==> src/rtl/uart_rx_packet.sv <==
// Packet UART receiver: reassembles NUM_BYTES back-to-back framed bytes
// (start 0, 8 data bits MSB-first, stop 1) into one parallel packet.
module uart_rx_packet #(
  parameter int BIT_PERIOD = 8,
  parameter int NUM_BYTES  = 36
) (
  input  logic                   clk,
  input  logic                   n_rst,
  input  logic                   serial_in,
  output logic [NUM_BYTES*8-1:0] rx_data,
  output logic                   data_ready,
  output logic                   framing_error,
  output logic                   busy
);

  localparam int TW = (BIT_PERIOD > 2) ? $clog2(BIT_PERIOD) : 1;
  localparam int CW = (NUM_BYTES > 1) ? $clog2(NUM_BYTES) : 1;

  localparam logic [TW-1:0] HALF_LAST = TW'(BIT_PERIOD / 2 - 1);
  localparam logic [TW-1:0] BIT_LAST  = TW'(BIT_PERIOD - 1);
  localparam logic [CW-1:0] LAST_BYTE = CW'(NUM_BYTES - 1);

  typedef enum logic [2:0] {
    IDLE,
    START,
    DATA,
    STOP,
    DONE
  } state_t;

  state_t                 state;
  logic                   s_meta;
  logic                   s_in;
  logic                   s_prev;
  logic                   fall;
  logic [TW-1:0]          timer;
  logic [2:0]             bit_idx;
  logic [7:0]             shreg;
  logic [CW-1:0]          byte_cnt;
  logic [NUM_BYTES*8-1:0] asm_reg;

  // Synchronizer and edge-detect flops idle high, matching the line.
  always_ff @(posedge clk or negedge n_rst) begin
    if (!n_rst) begin
      s_meta <= 1'b1;
      s_in   <= 1'b1;
      s_prev <= 1'b1;
    end else begin
      s_meta <= serial_in;
      s_in   <= s_meta;
      s_prev <= s_in;
    end
  end

  assign fall = s_prev & ~s_in;
  assign busy = (byte_cnt != '0) || (state != IDLE);

  always_ff @(posedge clk or negedge n_rst) begin
    if (!n_rst) begin
      state         <= IDLE;
      timer         <= '0;
      bit_idx       <= '0;
      shreg         <= '0;
      byte_cnt      <= '0;
      asm_reg       <= '0;
      rx_data       <= '0;
      data_ready    <= 1'b0;
      framing_error <= 1'b0;
    end else begin
      data_ready <= 1'b0;
      case (state)
        IDLE: begin
          if (fall) begin
            timer         <= '0;
            framing_error <= 1'b0;
            state         <= START;
          end
        end

        START: begin
          if (timer == HALF_LAST) begin
            timer <= '0;
            if (s_in) begin
              state <= IDLE;
            end else begin
              bit_idx <= '0;
              state   <= DATA;
            end
          end else begin
            timer <= timer + TW'(1);
          end
        end

        DATA: begin
          if (timer == BIT_LAST) begin
            timer <= '0;
            shreg <= {shreg[6:0], s_in};
            if (bit_idx == 3'd7) begin
              state <= STOP;
            end else begin
              bit_idx <= bit_idx + 3'd1;
            end
          end else begin
            timer <= timer + TW'(1);
          end
        end

        STOP: begin
          if (timer == BIT_LAST) begin
            timer <= '0;
            if (s_in) begin
              // Constant-index unroll of the byte_cnt-addressed slot; byte 0 is the top byte.
              for (int unsigned i = 0; i < NUM_BYTES; i++) begin
                if (byte_cnt == CW'(i)) begin
                  asm_reg[(NUM_BYTES - i) * 8 - 1 -: 8] <= shreg;
                end
              end
              if (byte_cnt == LAST_BYTE) begin
                state <= DONE;
              end else begin
                byte_cnt <= byte_cnt + CW'(1);
                state    <= IDLE;
              end
            end else begin
              framing_error <= 1'b1;
              byte_cnt      <= '0;
              state         <= IDLE;
            end
          end else begin
            timer <= timer + TW'(1);
          end
        end

        DONE: begin
          rx_data    <= asm_reg;
          data_ready <= 1'b1;
          byte_cnt   <= '0;
          state      <= IDLE;
        end

        default: state <= IDLE;
      endcase
    end
  end

endmodule

==> config.mk <==
export PLATFORM = sky130hd
export DESIGN_NAME = uart_rx_packet
export DESIGN_NICKNAME = d
export VERILOG_FILES = /design/src/rtl/uart_rx_packet.sv
export SDC_FILE = /design/constraint.sdc
export NUM_CORES = 1
export LEC_CHECK = 0
export CAP_MARGIN = 20
export CORE_AREA = 5 5 270 206
export CTS_CLUSTER_DIAMETER = 60
export DETAILED_ROUTE_END_ITERATION = 10
export DIE_AREA = 0 0 275 211
export HOLD_SLACK_MARGIN = 0.05
export PLACE_DENSITY = 0.66
export REMOVE_ABC_BUFFERS = 1
export SKIP_LAST_GASP = 1
export SLEW_MARGIN = 5
export SYNTH_ARGS = -nofsm -noshare
export SYNTH_HDL_FRONTEND = slang
export SYNTH_SLANG_ARGS = --single-unit
export TNS_END_PERCENT = 50
==> constraint.sdc <==
create_clock -name clk -period 5.36 [get_ports clk]
set_input_delay 1.072 -clock clk [delete_from_list [all_inputs] [get_ports clk]]
set_output_delay 1.072 -clock clk [all_outputs]
set_load 0.005 [all_outputs]
==> impl_metrics.toml <==
[outcome]
outcome = "completed"

[critical_path]
critPathLaunch = "byte_cnt[0]"
worstPathCellList = "inv_1 -> ha_1 -> nor3b_2 -> nand4b_1 -> clkdlybuf4s50_1"
timing.critical_path.to = "busy"
crit_path_end_kind = "output port"
cpLargestDelayFamily = "buffers and inverters"
cp_data_required_time_ns = 4.29
cp.depth = 5
rrSetupSlack_ns = 2.28
path_max_fanout = 5
arrival_ns = 2.43
max_stage_delay_ns = 0.56
crit_buf_inv = 2
critPathLaunchType = "flop"
rr_endpoint = "rx_data[35]"
r2r_start = "state[1]"
crit_type = "reg2out"
slowest_stage = "clkdlybuf4s50_1"
r2r_cells = 6

[yosys]
ys_seq_elements = 604
synth_cell_types = 59
synth_edf_count = 0
syn-cell-area_sq_mm = 0.0234
synthXorXnorAreaFrac_pct = 0
synth-simple-area-share_pct = 17.1
syn-mean-instance-area_sq_um = 11.6
async_flop_share_pct = 100
synth-main-ff-cell = "dfrtp_1"
synth_commonest_cells = "nand2_1 (890), dfrtp_1 (601), mux2_2 (283)"
synth_area_leaders = "dfrtp_1 (64%), nand2_1 (14%), mux2_2 (14%), buf_4 (0.96%), buf_2 (0.88%)"
synth_compound_area_share_pct = 0.737
synth_top_family_by_area = "simple AND/OR/NAND/NOR gates"
synth_warnings = 0
netlist.area_leader.share_pct = 64.2
yosysMostFrequentCell = "nand2_1"
ys_seq_area_share_pct = 64.6
syn_inst = 2027
synth_top_area_cell = "dfrtp_1"
synthMuxAreaShare_pct = 14.5
synth_fa_ha_area_share_pct = 0.481

[routing]
initialDrtViolationCount = 985
avgRoutedWirePerCell_microns = 18.7
route.detailed.drc = 0
first_pass_iters = 7
viasPerCell = 5.02
dr_total_vias = 15300
postRouteAntennaNets = 0
drt-total-wl_microns = 56900

[clock_network]
post_cts_buffers = 0
insertion_delay_ns = 0.59
clkTransAtPathRegs_ns = 0.06
cts_tree = "built"
htree_levels = 2
clock_sinks = 604
cts_buffer_depth = 3
holdBufCountCts = 0
cts_buffers = 58
cts-root-buf = "clkbuf_16"
cts_resized = 0

[global_route]
grt.overflow.total = 0
antenna_found_initial = 0
grt_pass1_wl_microns = 90600
grt_start_max_net_pins = 192
track_usage_pct = 19.6
grt_pass1_vias = 15800

[power_and_ir_drop]
switching_share_pct = 21.2
power_w = 0.00910
seqPwrFrac_pct = 51.0
p_sw_w = 0.00193
p_clk_share_pct = 46.5
ir_worst_vdd_v = 0.000235
leakagePower_nw = 15.0
p_per_area_mw_per_mm2 = 315
p_int_w = 0.00718
p_comb_share_pct = 2.5

[timing]
maxSlewViolCount = 0
hold_violations = 0
skew_ns = 0.0105
slew_headroom_pct = 22.4
tightest_slew_ns = 1.16
fin_crit_ns = 3.50
max_freq_ghz = 0.286
tns_ns = 0
grt_setup_unrepaired = "false"
finalSetupViolations = 0
final.period_utilization_pct = 65.3
timing.final.ws_setup_ns = 1.86
holdWs_ns = 0.357

[floorplan]
start_util_pct = 44.6
fp.dieArea_sq_mm = 0.0580
fp.dieW_microns = 275
die_h_microns = 211
ios = 294
placementRows = 73
coreArea_sq_mm = 0.0525

[min_path]
hold_path_depth = 0
min_from = "s_meta"
hp-class = "reg2reg"

[job]
drv_cap = 0

[final_layout]
final_nets = 2294
ff_latch_area_sq_mm = 0.0151
fillers = 4466
syn2layout_area_growth_pct = 23.3
drive_gt1_share_pct = 18.9
multiInputGateArea_sq_mm = 0.00768

[placement]
gp_congestion = 0.797
io_buffers = 293
dpl.hpwl_microns = 34600
pre_cts_ws_ns = 2.14
power groups by stage:
stage / sequential [W] / clock, W / combinational (W)
6_report: 0.00464 / 0.00423 / 0.000230
5_1_grt: 0.00465 / 0.00451 / 0.000262
4_1_cts: 0.00464 / 0.00433 / 0.000236
3_5_place_dp: 0.00473 / 0 / 0.000234
3_3_place_gp: 0.00472 / 0 / 0.000226
2_1_floorplan: 0.00471 / 0 / 0.0000915
logic make-up after synthesis:
logic type / count (synthesis)
AO/OA/AOI/OAI: 23
flip-flops: 604
buffers and inverters: 119
AND/OR/NAND/NOR: 970
adder cells (fa/ha/maj): 9
multiplexers: 302
worst reg2reg max path: cells and delay by family (launching register included):
family	cells	cell delay (ns)
buffers and inverters	3	1.57
AND/OR/NAND/NOR	3	0.91
flip-flops	1	0.53
final cells by class:
class                      instances  area share, %
antenna                            1        0.00867
clock buffer                      94           6.24
clock inverter                    14          0.689
inverter                           5         0.0910
multi-input combinational       1304           26.6
sequential                       604           52.4
tap                              712           3.09
timing repair buffer             309           10.9
through the flow:
step	cells	instance area (sq um)	utilization, %
4_1_cts	3039	28800	54.8
6_report	3043	28900	55.0
2_1_floorplan	1913	22800	-
3_3_place_gp	2931	26800	51.0
5_1_grt	3042	28900	55.0
3_5_place_dp	2931	26800	51.0
worst min path at each step:
stage	endpoint	slack, ns
final	s_in	0.36
after global routing	s_in	0.36
after CTS	s_in	0.36
after detailed placement	s_in	0.35
after global placement	s_in	0.35
after floorplan	s_in	0.35
metal layers:
layer,vias up,GRT usage (%),share of wire (%)
met5,-,0,0
met1,7871,28.9,47
met3,67,3.45,4.7
met2,298,30.8,47
met4,0,3.98,1.4
li1,7028,-,-
placed cells by master, fill, tap and decap left out, drive strengths merged, types with 2 or more instances in the layout:
cell           instances
a21oi                  3
a22o                   3
a31oi                  5
buf                   17
bufinv                 5
clkbuf                94
clkdlybuf4s50        292
clkinv                 9
dfrtp                601
dfstp                  3
ha                     9
inv                    5
mux2                 300
mux2i                  2
nand2                891
nand2b                 3
nand3                  9
nand3b                 2
nand4                  9
nor2                  33
nor3                   3
nor3b                  2
nor4                   2
o21a                   2
or2                    2
or3b                   3
Power figures use the tool's default switching activity.
